$ cat config.mk
export PLATFORM = sky130hd
export DESIGN_NAME = uart_rx_flat
export DESIGN_NICKNAME = d
export VERILOG_FILES = /design/src/rtl/uart_rx_if.sv /design/src/rtl/uart_rx.sv /design/src/flat_wrapper.sv
export SDC_FILE = /design/constraint.sdc
export NUM_CORES = 1
export LEC_CHECK = 0
export BUFFER_PORTS_ARGS = -buffer_cell sky130_fd_sc_hd__buf_2
export CAP_MARGIN = 20
export CELL_PAD_IN_SITES_DETAIL_PLACEMENT = 0
export CELL_PAD_IN_SITES_GLOBAL_PLACEMENT = 1
export CORE_ASPECT_RATIO = 1.1
export CORE_MARGIN = 4
export CORE_UTILIZATION = 30
export DETAILED_ROUTE_END_ITERATION = 8
export GPL_TIMING_DRIVEN = 0
export PLACE_DENSITY_LB_ADDON = 0.25
export SYNTH_ARGS = -nofsm -noshare
export SYNTH_HDL_FRONTEND = slang
export SYNTH_SLANG_ARGS = --single-unit
$ cat constraint.sdc
create_clock -name clock -period 2.8 [get_ports clock]
set_clock_uncertainty 0.2 [all_clocks]
set_input_delay 0.14 -clock clock [delete_from_list [all_inputs] [get_ports clock]]
set_output_delay 0.14 -clock clock [all_outputs]
set_load 0.01 [all_outputs]
$ cat src/rtl/uart_rx_if.sv
// CPU-side holding-register port of the 8N1 receiver: read handshake, received data and status flags.
// The receiver drives the slave modport; the bus logic reading bytes uses the master modport.
interface uart_rx_if;
    logic        read_ack;
    logic [31:0] data;
    logic        data_valid;
    logic        frame_err;
    logic        overrun;
    logic        interrupt;

    modport master (
        output read_ack,
        input  data,
        input  data_valid,
        input  frame_err,
        input  overrun,
        input  interrupt
    );

    modport slave (
        input  read_ack,
        output data,
        output data_valid,
        output frame_err,
        output overrun,
        output interrupt
    );
endinterface

$ cat src/rtl/uart_rx.sv
// 8N1 serial receiver: two-flop synchroniser, mid-bit sampling from a baud divider counter,
// and a holding register with sticky framing-error and overrun flags.
module uart_rx #(
    parameter int sys_clk = 50000000,
    parameter int baud    = 9600
) (
    input  logic     clock,
    input  logic     nRst,
    input  logic     RX,
    uart_rx_if.slave bus
);

    localparam int          BIT_CNT   = sys_clk / baud - 1;
    localparam int          HALF      = BIT_CNT / 2;
    localparam logic [31:0] BIT_CNT_C = 32'(BIT_CNT);
    localparam logic [31:0] HALF_C    = 32'(HALF);

    typedef enum logic [1:0] {
        IDLE,
        START,
        DATA,
        STOP
    } state_t;

    logic        rx_s1, rx_s2;
    state_t      state_q, state_d;
    logic [31:0] cnt_q, cnt_d;
    logic [2:0]  bit_idx_q, bit_idx_d;
    logic [7:0]  shift_q, shift_d;
    logic [7:0]  data_q, data_d;
    logic        valid_q, valid_d;
    logic        ferr_q, ferr_d;
    logic        ovr_q, ovr_d;

    // NOTE: all state is updated with non-blocking assignments so every flop samples pre-edge values.
    always_ff @(posedge clock) begin
        if (!nRst) begin
            rx_s1     <= 1'b1;
            rx_s2     <= 1'b1;
            state_q   <= IDLE;
            cnt_q     <= '0;
            bit_idx_q <= '0;
            shift_q   <= '0;
            data_q    <= '0;
            valid_q   <= 1'b0;
            ferr_q    <= 1'b0;
            ovr_q     <= 1'b0;
        end else begin
            rx_s1     <= RX;
            rx_s2     <= rx_s1;
            state_q   <= state_d;
            cnt_q     <= cnt_d;
            bit_idx_q <= bit_idx_d;
            shift_q   <= shift_d;
            data_q    <= data_d;
            valid_q   <= valid_d;
            ferr_q    <= ferr_d;
            ovr_q     <= ovr_d;
        end
    end

    // NOTE: every variable gets its hold value first so no path through the case infers a latch.
    always_comb begin
        state_d   = state_q;
        cnt_d     = cnt_q;
        bit_idx_d = bit_idx_q;
        shift_d   = shift_q;
        data_d    = data_q;
        valid_d   = valid_q;
        ferr_d    = ferr_q;
        ovr_d     = ovr_q;

        // The acknowledge clear comes first so a frame completing in the same cycle wins.
        if (bus.read_ack) begin
            valid_d = 1'b0;
            ferr_d  = 1'b0;
            ovr_d   = 1'b0;
        end

        case (state_q)
            IDLE: begin
                if (!rx_s2) begin
                    cnt_d   = '0;
                    state_d = START;
                end
            end
            START: begin
                if (cnt_q != HALF_C) begin
                    cnt_d = cnt_q + 32'd1;
                end else if (!rx_s2) begin
                    cnt_d     = '0;
                    bit_idx_d = '0;
                    state_d   = DATA;
                end else begin
                    state_d = IDLE;
                end
            end
            DATA: begin
                if (cnt_q != BIT_CNT_C) begin
                    cnt_d = cnt_q + 32'd1;
                end else begin
                    shift_d[bit_idx_q] = rx_s2;
                    cnt_d              = '0;
                    if (bit_idx_q == 3'd7) state_d = STOP;
                    else bit_idx_d = bit_idx_q + 3'd1;
                end
            end
            STOP: begin
                if (cnt_q != BIT_CNT_C) begin
                    cnt_d = cnt_q + 32'd1;
                end else begin
                    // Leaving at the stop-bit midpoint leaves half a bit to catch the next start edge.
                    if (rx_s2) begin
                        data_d  = shift_q;
                        valid_d = 1'b1;
                        if (valid_q && !bus.read_ack) ovr_d = 1'b1;
                    end else begin
                        ferr_d = 1'b1;
                    end
                    state_d = IDLE;
                end
            end
            default: state_d = IDLE;
        endcase
    end

    assign bus.data       = {24'd0, data_q};
    assign bus.data_valid = valid_q;
    assign bus.frame_err  = ferr_q;
    assign bus.overrun    = ovr_q;
    assign bus.interrupt  = valid_q;

endmodule

$ cat src/flat_wrapper.sv
// flat-port wrapper written by rule: the top's interface ports become plain ports
module uart_rx_flat 
#(
    parameter int sys_clk = 50000000,
    parameter int baud    = 9600
)
  (clock, nRst, RX, bus_read_ack, bus_data, bus_data_valid, bus_frame_err, bus_overrun, bus_interrupt);
  uart_rx_if bus_i ();
  input  logic clock;
  input  logic nRst;
  input  logic RX;
  input wire logic [$bits(bus_i.read_ack)-1:0] bus_read_ack;
  output wire logic [$bits(bus_i.data)-1:0] bus_data;
  output wire logic [$bits(bus_i.data_valid)-1:0] bus_data_valid;
  output wire logic [$bits(bus_i.frame_err)-1:0] bus_frame_err;
  output wire logic [$bits(bus_i.overrun)-1:0] bus_overrun;
  output wire logic [$bits(bus_i.interrupt)-1:0] bus_interrupt;
  assign bus_i.read_ack = bus_read_ack;
  assign bus_data = bus_i.data;
  assign bus_data_valid = bus_i.data_valid;
  assign bus_frame_err = bus_i.frame_err;
  assign bus_overrun = bus_i.overrun;
  assign bus_interrupt = bus_i.interrupt;
  uart_rx #(.sys_clk(sys_clk), .baud(baud)) u_core (.clock(clock), .nRst(nRst), .RX(RX), .bus(bus_i));
endmodule
==> results.md <==
* Status: finished, final reports clean
* CTS Buffer Depth at 2
* Clock Sink Count at 58
* Inserted Clock Buffers at 9
* All-layer global routing usage at 0.135
* Number of flops mapped to enable cells by yosys at 0
* Initial Util at 0.305
* WS Path Type: flip-flop to flip-flop
* Final worst path period need at 2.69 ns
* Antenna violations before repair at 0
* I/O pin total at 40
* Initial DRC count at approximately 170
* Die Y at 118 microns
* Nature of the critical path startpoint: flip-flop
* Unrepaired setup endpoints after global routing: false
* Leak Pwr at 1.65 nW
* Async set-reset flop share out of synthesis at 0
* Area Growth Syn to Fin at 21.6%
* Final ANT Viol Nets at 0
* Ys flop type: dfxtp_1
* Worst Path Required at 2.81 ns
* Site Rows at 40
* CTS HTree Levels at 3
* Synth top area share at 0.350
* Wirelength per Cell at 14.3 microns
* Die Wd at 108 microns
* I/O Buffers at 14
* Most common cell in the netlist: dfxtp_1
* Fillers at 1178
* Gpl congestion at 0.796
* DR DRC count at 0
* Hpwl dp at 6030 microns
* Pin count of the biggest net entering global routing at 12
* Largest area contributor in the synthesized netlist: dfxtp_1
* Top cells by area, synth: dfxtp_1 (35%), mux2i_1 (6.3%), buf_4 (6.1%), a21oi_1 (4.1%), nor2b_1 (3.6%)
* Worst min-delay path class: flip-flop to flip-flop
* CP Capture Type: flip-flop
* Antenna Cells at 0
* Top cell family by delay on the critical path: simple AND/OR/NAND/NOR gates
* Final Cell Area at 4030 sq um
* Die area at ~13000 sq um
* Seq/Total Area, Yosys at 0.350
* Ys Warns at 0
* Final setup fails at 0
* Critical path fanouts, max at 10
* Cell with the largest stage delay on the worst path: dfxtp_1
* Fin crit share at 0.961
* Layout net count at 456
* Pins over their slew limit at 0
* Post-synth top cells: dfxtp_1 (58), nand2_1 (29), a21oi_1 (27), buf_4 (27), nand3_1 (23)
* Placed cell area at 3660 sq um
* Relative slew slack at 0.562
* CTS tree: built
* Crit-path cells: ha_4, nor4b_2, nand4_1, buf_4, or3_4, and3_1, buf_4, buf_4, a21oi_1, mux2i_1
* Clk_lat worst skew at 0.32 ns
* Achievable Freq at 372 MHz
* Pwr per Cell Area at 507 nW/um^2
* Clock root cell: clkbuf_16
* First-pass DRT Iterations at 4
* Endpoints failing hold at 0
* DR vias at 2915
* Worst Path Arrival at 2.70 ns
* Global-route wire length before repair at 13900 microns
* CP max stage delay at between 0.4 and 0.5 ns
* Max-cap check violation count at 0
* Hold_ws at 0.206 ns
* Mean post-synth cell area at between 8 and 9 sq um
* CTS clk-pin slew, worst paths at 0.06 ns
* Distinct cells, synth at 53
* Drt via density at 4.89
* Register bit total from synthesis at 58
* Maximum vdd drop at roughly 0.27 mV
* Mapped Cells at slightly below 400
* Worst-Margin Slew at 0.656 ns
* Layout cells sized above 1 at 0.180
* Cell mode on critical path: buf_4
* Core area at about 11000 sq um
* GRT overflow at 0
* WP buf/inv at 3
* Vias in the first global route at 2744
* Mapped Area at 3320 sq um
* Routed WL at between 8000 and 9000 microns
stage by stage:
step / util / TNS (ns) / cells / worst slack, ns / power [mW]
floorplan: - / 0 / 415 / 0.357 / 1.00
global placement: 0.337 / -2.73 / 576 / -0.224 / 1.04
detailed placement: 0.337 / -2.39 / 576 / -0.216 / 1.04
CTS: 0.365 / -0.594 / 595 / -0.0667 / 2.07
global route: 0.371 / 0 / 596 / 0.00637 / 2.14
finish: 0.371 / 0 / 596 / 0.110 / 2.05
cell type report:
type	count	area (sq um)	share of cell area
Clock buffer	9	225	0.0558
Sequential cell	58	1160	0.288
Buffer	47	294	0.0729
Multi-Input combinational cell	300	1980	0.491
Tap cell	147	184	0.0456
Timing Repair Buffer	18	105	0.0261
Clock inverter	7	46.3	0.0115
Inverter	10	37.5	0.00931
worst register-to-register path, cell delays in order, from the launching register on:
cell     delay, ns
dfxtp_1       0.42
ha_4          0.19
nor4b_2       0.18
nand4_1       0.19
buf_4         0.23
or3_4         0.41
and3_1        0.18
buf_4         0.17
buf_4         0.19
a21oi_1       0.14
mux2i_1       0.09
worst paths after layout:
path	startpoint	end	slack, ns	cells past startpoint
max reg2reg	u_core.cnt_q[1]	u_core.cnt_q[19]	0.11	10
max	u_core.cnt_q[1]	u_core.cnt_q[19]	0.11	10
min reg2reg	u_core.rx_s1	u_core.rx_s2	0.21	1
min	u_core.rx_s1	u_core.rx_s2	0.21	1
placed cells by master, fill, tap and decap left out, types with 4 or more instances in the layout:
cell type,Yosys,final
inv_1,10,10
nor2b_1,19,19
ha_1,8,7
o21ai_0,7,7
dfxtp_1,58,57
nand3_1,23,23
mux2i_1,21,21
nor2_1,16,15
clkbuf_1,14,14
and3_1,13,13
a31oi_1,7,7
buf_2,4,18
conb_1,1,24
nand3b_1,6,6
nand4_1,15,15
a211oi_1,4,4
nand2b_1,6,6
a21oi_1,27,27
o21ai_1,7,7
a22o_1,5,5
buf_4,27,30
a21o_1,6,6
nand2_1,29,29
clkbuf_16,0,9
cell families (layout without fill, tap and decap cells):
group / after synthesis / count (layout) / synth area share
buffers and inverters: 57 / 91 / 0.0989
other: 1 / 24 / 0.00113
adder cells (fa/ha/maj): 8 / 8 / 0.0302
XOR/XNOR: 5 / 5 / 0.0132
flip-flops: 58 / 58 / 0.350
multiplexers: 21 / 21 / 0.0634
AND/OR/NAND/NOR: 153 / 153 / 0.264
AO/OA/AOI/OAI: 89 / 89 / 0.179
registers in the layout (all words and copies together), names as in the netlist, named ones only:
register and flops:
u_core.bus.data_valid 1, u_core.bus.frame_err 1, u_core.bit_idx_q 3, u_core.rx_s2 1, u_core.shift_q 8, u_core.cnt_q 32
u_core.data_q 8, u_core.state_q 1, u_core.rx_s1 1, u_core.bus.overrun 1
power breakdown:
group | leakage (nW) | internal (mW) | switching [mW]
Combinational | 1.06 | 0.0836 | 0.117
Clock | 0.127 | 0.594 | 0.415
Sequential | 0.468 | 0.831 | 0.00496
Total | 1.65 | 1.51 | 0.537
metal layers:
| metal | wire length (microns) | global-route usage | vias to the layer above |
|---|---|---|---|
| met5 | 0 | 0 | - |
| met1 | 3920 | 0.170 | 1377 |
| li1 | - | - | 1490 |
| met4 | 92 | 0.0379 | 0 |
| met3 | 266 | 0.0300 | 9 |
| met2 | 4270 | 0.231 | 39 |
timing repair:
item	in CTS	in global routing
hold buffers	2	0
resized for setup	3	11
buffers inserted	1	1
endpoints found under the hold margin	4	0
setup endpoints to repair	28	35
pin swaps	1	1
cloned	0	0
(Power assumes the default switching activity.)
